--- src/rtl/arbiter_pkg.sv ---
// Shared types and defaults for the daisy-chain arbiter requester.
package arbiter_pkg;

  typedef enum logic [1:0] {
    IDLE = 2'd0,
    REQ  = 2'd1,
    OWN  = 2'd2,
    REL  = 2'd3
  } req_state_t;

  localparam int DEF_MAX_BEATS = 32'sd16;
  localparam int DEF_TIMEOUT   = 32'sd64;
  localparam int DEF_HOLDOFF   = 32'sd1;

  // A zero-length job still occupies one beat; oversized jobs are clamped.
  function automatic int unsigned normalize_len(input int unsigned len,
                                                input int unsigned max_beats);
    if (len == 32'd0) begin
      return 32'd1;
    end else if (len > max_beats) begin
      return max_beats;
    end else begin
      return len;
    end
  endfunction

endpackage

--- src/rtl/sat_counter.sv ---
// Saturating up-counter with synchronous clear; clear wins over increment.
module sat_counter #(
  parameter int W = 16
) (
  input  logic         clk,
  input  logic         rst,
  input  logic         clr,
  input  logic         inc,
  output logic [W-1:0] count
);

  // Count up, stick at all-ones.
  always_ff @(posedge clk or posedge rst) begin
    if (rst) begin
      count <= '0;
    end else if (clr) begin
      count <= '0;
    end else if (inc && (count != {W{1'b1}})) begin
      count <= count + W'(1'b1);
    end
  end

endmodule

--- src/rtl/arbiter_requester.sv ---
// Client agent for one daisy-chain arbiter position: holds r across a
// multi-beat tenure, releases with a holdoff, aborts on grant timeout.
module arbiter_requester
  import arbiter_pkg::*;
#(
  parameter int MAX_BEATS = DEF_MAX_BEATS,
  parameter int CNT_W     = $clog2(MAX_BEATS + 32'sd1),
  parameter int TIMEOUT   = DEF_TIMEOUT,
  parameter int HOLDOFF   = DEF_HOLDOFF,
  parameter int WAIT_W    = 32'sd16
) (
  input  logic              clk,
  input  logic              rst,
  input  logic              job_valid,
  output logic              job_ready,
  input  logic [CNT_W-1:0]  job_len,
  output logic              r,
  input  logic              g,
  output logic              bus_en,
  output logic [CNT_W-1:0]  beat_idx,
  output logic              done,
  output logic              timeout,
  output logic [WAIT_W-1:0] wait_cycles
);

  localparam int HOLD_W = (HOLDOFF > 32'sd1) ? $clog2(HOLDOFF) : 32'sd1;
  localparam logic [HOLD_W-1:0] HOLD_INIT = HOLD_W'(HOLDOFF - 32'sd1);
  localparam logic [WAIT_W-1:0] TO_LAST   = WAIT_W'(TIMEOUT - 32'sd1);
  localparam logic              TO_EN     = (TIMEOUT != 32'sd0);

  req_state_t        state_r;
  logic [CNT_W-1:0]  len_r;
  logic [CNT_W-1:0]  beat_r;
  logic [HOLD_W-1:0] hold_r;
  logic              done_r;
  logic              timeout_r;
  logic              wait_clr_s;
  logic              wait_inc_s;
  logic [CNT_W-1:0]  norm_len_s;

  assign norm_len_s = CNT_W'(normalize_len(32'(job_len), int'(MAX_BEATS)));

  // Outputs seen by the chain decode state only, so no path runs from g to r.
  assign r         = (state_r == REQ) || (state_r == OWN);
  assign job_ready = (state_r == IDLE);
  assign bus_en    = (state_r == OWN) && g;
  assign beat_idx  = beat_r;
  assign done      = done_r;
  assign timeout   = timeout_r;

  assign wait_clr_s = (state_r == IDLE) && job_valid;
  assign wait_inc_s = ((state_r == REQ) || (state_r == OWN)) && !g;

  sat_counter #(.W(WAIT_W)) u_wait (
    .clk   (clk),
    .rst   (rst),
    .clr   (wait_clr_s),
    .inc   (wait_inc_s),
    .count (wait_cycles)
  );

  // Tenure state machine with registered done/timeout pulses.
  always_ff @(posedge clk or posedge rst) begin
    if (rst) begin
      state_r   <= IDLE;
      len_r     <= '0;
      beat_r    <= '0;
      hold_r    <= '0;
      done_r    <= 1'b0;
      timeout_r <= 1'b0;
    end else begin
      done_r    <= 1'b0;
      timeout_r <= 1'b0;
      case (state_r)
        IDLE: begin
          if (job_valid) begin
            len_r   <= norm_len_s;
            beat_r  <= '0;
            state_r <= REQ;
          end
        end
        REQ: begin
          if (g) begin
            beat_r  <= '0;
            state_r <= OWN;
          end else if (TO_EN && (wait_cycles == TO_LAST)) begin
            timeout_r <= 1'b1;
            state_r   <= IDLE;
          end
        end
        OWN: begin
          // A g=0 cycle here is an upstream preemption: stall in place.
          if (g) begin
            if (beat_r == (len_r - CNT_W'(1'b1))) begin
              beat_r  <= '0;
              hold_r  <= HOLD_INIT;
              done_r  <= 1'b1;
              state_r <= REL;
            end else begin
              beat_r <= beat_r + CNT_W'(1'b1);
            end
          end
        end
        REL: begin
          if (hold_r == '0) begin
            state_r <= IDLE;
          end else begin
            hold_r <= hold_r - HOLD_W'(1'b1);
          end
        end
        default: begin
          state_r <= IDLE;
        end
      endcase
    end
  end

endmodule

--- config.mk ---
export PLATFORM = sky130hd
export DESIGN_NAME = arbiter_requester
export DESIGN_NICKNAME = d
export VERILOG_FILES = /design/src/rtl/arbiter_pkg.sv /design/src/rtl/sat_counter.sv /design/src/rtl/arbiter_requester.sv
export SDC_FILE = /design/constraint.sdc
export NUM_CORES = 1
export LEC_CHECK = 0
export CORE_UTILIZATION = 45
export DETAILED_ROUTE_END_ITERATION = 8
export HOLD_SLACK_MARGIN = 0.06
export PLACE_DENSITY = 0.8
export SYNTH_ARGS = -nofsm -noshare
export SYNTH_HDL_FRONTEND = slang
export SYNTH_HIERARCHICAL = 1
export SYNTH_SLANG_ARGS = --single-unit
--- constraint.sdc ---
create_clock -name clk -period 2.9 [get_ports clk]
set_input_delay 0.87 -clock clk [delete_from_list [all_inputs] [get_ports clk]]
set_output_delay 0.87 -clock clk [all_outputs]
set_load 0.02 [all_outputs]
## Word level (Yosys, flattened, before mapping)

Cells that the tools add are included.

- Bits in registers: 31
- Latch bits: 0
- RAM bits: 0
- Bits in read-only memories: 0
- Input port bits: 9
- Output and inout bits: 26
- Word-level logic and storage cells: 65
- Memories kept: 0

- Add/subtract/negate cells: 4
- Multiply operators: 0
- Div/mod/pow operators: 0
- Magnitude comparators: 1
- Equal/unequal tests: 12
- Shift operators: 0
- Muxes and demuxes: 26
- Bitwise logic cells: 0
- Reduce and logical (&&, ||, !) cells: 15

Operators with widths:

| kind | number |
|---|---|
| 2-to-1 mux 16 bit | 2 |
| 2-to-1 mux 5 bit | 6 |
| adder 16 x 1 -> 16 bit (second input constant) | 1 |
| == test 16 x 6 -> 1 bit (second input constant) | 1 |
| inequality test 16 bit (second input constant) | 1 |
| case mux 5 bit (3 select lines) | 1 |
| 2-to-1 mux 2 bit | 6 |
| 2-to-1 mux 1 bit | 9 |
| inequality test 2 bit (second input constant) | 4 |
| case mux 2 bit (4 select lines) | 1 |
| adder 5 x 1 -> 5 bit (second input constant) | 1 |
| == test 5 bit | 1 |
| greater-than comparator 5 bit (second input constant) | 1 |
| zero test 5 bit | 1 |
| AND reduction 5 bit | 1 |
| subtractor 5 x 1 -> 5 bit (second input constant) | 1 |
| == test 2 bit (second input constant) | 2 |
| logical AND 1 bit | 4 |
| AND reduction 4 bit | 1 |
| nonzero test 2 bit | 2 |
| inequality test 3 x 2 -> 1 bit (second input constant) | 1 |
| AND reduction 3 bit | 1 |
| nonzero test 3 bit | 1 |
| == test 2 x 1 -> 1 bit (second input constant) | 1 |
| 7 further kinds | 7 |

## Logic depth before layout (Yosys ltp)

Gate-level depths: netlist of the first run.

- Depth in word-level cells: 6
- Gate-level depth with buffers: 9
- Depth with buffers taken out: 7

## Modules after synthesis

The synthesis of the first run kept the hierarchy.

By module, submodules not included:

| module | instances | cells each | area each (um^2) | seq. area each (um^2) |
|---|---|---|---|---|
| arbiter_requester | 1 | 100 | 940.9 | 350.3 |
| sat_counter | 1 | 101 | 932.1 | 400.4 |

## Worst setup path after synthesis of the first run

No wires, ideal clock.

- Path kind: reg-to-reg
- Start point: register state_r[0]
- End point: register u_wait.count[13]
- Arrival: 2,295 ps
- Data required time: 2,822 ps
- Setup slack: 527 ps
- Cell stages (with the launch flop): 9
- Buffers on the path: 1
- Period minus slack after synthesis: 2,373 ps
- Path through: dfrtp_1 > inv_1 > ha_1 > nor2b_1 > clkbuf_2 > nand3_1 > or4_4 > or4_1 > a21oi_1

- Cells in the longest elaborated chain, start to end: 5
- Elaborated cells between the ends (all ways): 9
- Classes of those cells: 2 x eq/ne; 1 x mux; 6 x reduce/logical

RTL lines:

| item | RTL line | source |
|---|---|---|
| from (decl) | arbiter_requester.sv:31 | `req_state_t state_r;` |
| from (signal assigned) | arbiter_requester.sv:65 | `state_r <= IDLE;` |
| from (signal assigned) | arbiter_requester.sv:79 | `state_r <= REQ;` |
| from (signal assigned) | arbiter_requester.sv:85 | `state_r <= OWN;` |
| == test 2 x 1 -> 1 bit or == test 2 bit (tied branches) | - |  |
| logical OR 1 bit (*) | - |  |
| via r | arbiter_requester.sv:17 | `output logic r,` |
| logical AND 1 bit (*) | arbiter_requester.sv:52 | `assign wait_inc_s = ((state_r == REQ) \|\| (state_r == OWN)) && !g;` |
| via wait_inc_s | arbiter_requester.sv:38 | `logic wait_inc_s;` |
| logical AND 1 bit (*) | sat_counter.sv:18 | `end else if (inc && (count != {W{1'b1}})) begin` |
| nonzero test 2 bit (no source line) (*) | - |  |
| to (signal assigned) | sat_counter.sv:19 | `count <= count + W'(1'b1);` |
| to (decl) | sat_counter.sv:9 | `output logic [W-1:0] count` |

Mark *: on every way through the listed nets, which the timed path passes. The rest lies on a longest branch.
A chain may end at the register's enable or synchronous reset.

## Worst setup path in the final report of the first run

- Start point: input port g
- End point: output port bus_en

- Cells in the longest elaborated chain, start to end: 1

RTL lines:

| item | RTL line | source |
|---|---|---|
| from (decl) | arbiter_requester.sv:18 | `input logic g,` |
| logical AND 1 bit | arbiter_requester.sv:46 | `assign bus_en = (state_r == OWN) && g;` |
| to (decl) | arbiter_requester.sv:19 | `output logic bus_en,` |

Every way passes these cells.

==> metrics.txt, run 1 <==
share of flip-flops with an asynchronous set or reset 1.00; crit-path max cell delay 0.48 ns; Synth cell types 47; Setup crit start kind input port; CP cell instances clkdlybuf4s50_1 -> and2_1 -> dlygate4sd2_1; Yosys top cell by area dfrtp_1; hold_sp len_r[4]; Max VDD drop 311 uV; Maximum Capacitance Violations 0; ANT nets after route 0; share of cells above drive strength 1 0.0996; Worst-Skew Late Latency 0.29 ns; Area contributors post-synth dfrtp_1, ha_1, a21oi_1, o21ai_0, nand3_1; Slew Limit Fails 0; first-pass GRT wire length 7.25 mm; routed wire length per instance 15.3 um; routed wire length 4.46 mm; Tot GR Track Use 0.221; initial antenna violation count 0; core region area 4000 sq um; Power Total 1.57 mW; Worst Max-Slew Pin Slew 0.701 ns; initial detailed-routing violation count 110; status finished clean; most used routing layer met2; Pwr Density 671 nW/um^2; H-tree Lvls 2; GR Layer Usage met3 0.0565; Static Leak 0.933 nW; Syn Nets 217; Remaining DRCs 0; Crit path required time 2.03 ns; Fillers 360; Slew Limit Headroom 0.528; warnings from Yosys 6; Nets 256; initial core utilization 0.468; slowest CP cell clkdlybuf4s50_1; Die Y-Extent 66.5 um; n_diodes 0; hold crit path type reg -> reg; Top Ports 35; Fin. Hold Viols 0; multi-input logic area 1020 sq um; Worst Path Max Fanout 2; RSZ-0062 raised after global routing no; Clock Tree Buf Depth 2; final period utilization 0.928; critical path type in -> out; Area growth syn-to-layout 25.4%; cell count after synthesis 201; Syn Area/Cell 9.32 sq um; Final HPWL DP 3.15 mm; most frequent cells in the layout clkdlybuf4s50_1, dfrtp_1, nand2_1, o21ai_0, a21oi_1; most common cell after layout, fill and taps aside clkdlybuf4s50_1; vias in the first global route 1579; DIE AREA 4420 sq um; register area 751 sq um; CTS Buf Count 5; Mapped Area 1870 sq um; FMAX 372 MHz; Layout Utilization 0.587; grt total ovfl 0; CP Data Arrival Time 1.82 ns; post-synth top area share 0.401; met2 Track Usage GR 0.358; R2R Setup Slk 0.65 ns; CP endpoint kind output pin; # rows 23; FF-to-FF Start state_r[0]; Clk pin slew, worst setup/hold paths 0.07 ns; First-pass DRT Iterations 4; Root Buffer clkbuf_8; Post-synth top flop dfrtp_1; CTS tree done; DR vias/cell 5.87; Seq/Total Area, Yosys 0.401; #FFs+latches synth 30; largest net degree at the start of global routing 17; routability cong. 0.833; Post-synth EDFFs 0; met1 Use GR 0.281; Sink Count 30; Setup Viol. Count Final 0; Final min period 2.69 ns; DIE WIDTH 66.5 um; Max Clock Skew 0.00890 ns; postcts setup bufs 0; Worst Setup SP g; total vias in the final route 1709; number of buffers added on ports 34
[path summary, 6_finish.rpt]
check                                                   to  cells after the start
worst max-delay path                                bus_en                      3
worst min-delay path                              len_r[4]                      1
worst max register to register            u_wait/count[13]                      7
worst min register to register                    len_r[4]                      1
max in group asynchronous                 u_wait/count[14]                      2
min in group asynchronous       asynchronous set/reset pin                      2
[registers in the layout, summed over array words and instances (netlist names), named ones only]
name,flops
u_wait/count,16
beat_idx,5
len_r,5
done,1
state_r,1
timeout,1
[routing by layer]
layer  wire length, um  vias up  part of all wire
li1                  -      830                 -
met1              2080      815              0.46
met2              2120       59              0.47
met3               216        5             0.048
met4                56        0             0.013
met5                 0        -                 0
[metrics by stage]
step / cell area [sq um] / TNS (ns) / hold WS [ns] / std cells / worst slack, ns
after floorplan: 1870 / 0 / 0.500 / 201 / 0.527
after global placement: 2250 / -0.0371 / 0.512 / 283 / -0.0371
after detailed placement: 2250 / -0.0592 / 0.519 / 283 / -0.0592
after CTS: 2350 / 0 / 0.536 / 291 / 0.207
after global routing: 2350 / 0 / 0.544 / 291 / 0.165
final: 2350 / 0 / 0.540 / 291 / 0.210
[cells by family (layout without fill, tap and decap cells)]
logic type | Yosys count | in the layout | synth area share
fa+ha+maj | 7 | 7 | 0.0468
flops | 30 | 30 | 0.401
simple gates | 90 | 90 | 0.285
mux | 4 | 4 | 0.0234
xor+xnor | 6 | 6 | 0.0281
compound gates | 46 | 46 | 0.163
buf+inv | 18 | 58 | 0.0534
[worst max-delay path: cells and delay by family]
kind / cells / cell delay (ns)
simple gates: 1 / 0.14
buf+inv: 2 / 0.81
[Yosys cell counts (6+ instances only)]
master / count
nor3_1: 8
nand3_1: 12
or3_1: 9
inv_1: 11
dfrtp_1: 30
o21ai_0: 13
ha_1: 7
or4_1: 6
nor2b_1: 7
nand2_1: 16
a21oi_1: 13
o31ai_1: 6
[power by group]
group	total (mW)	switching [mW]	internal (mW)
combinational	0.658	0.354	0.305
clock	0.360	0.169	0.190
sequential	0.557	0.0767	0.480
total	1.57	0.600	0.975
[area by class of cell]
type / count / area share
clock buffer: 6 / 0.0352
clock inverter: 2 / 0.00533
inverter: 11 / 0.0176
multi-input combinational: 153 / 0.435
sequential: 30 / 0.320
tap: 50 / 0.0266
timing repair buffer: 39 / 0.160
[timing repair]
action / 4_1_cts / 5_1_grt
endpoints found under the setup margin: 1 / 0
hold buffers: 0 / 0
resized for setup: 1 / 0
Note: power is estimated with default switching activity, not from simulation.
==> run 2, diff against run 1 <==
--- a/config.mk
+++ b/config.mk
@@ -5,6 +5,7 @@
 export SDC_FILE = /design/constraint.sdc
 export NUM_CORES = 1
 export LEC_CHECK = 0
+export CAP_MARGIN = 30
 export CORE_UTILIZATION = 45
 export DETAILED_ROUTE_END_ITERATION = 8
 export HOLD_SLACK_MARGIN = 0.06
==> results of run 2 <==
Same layout as run 1: the final DEF is identical, and so are final timing and power.
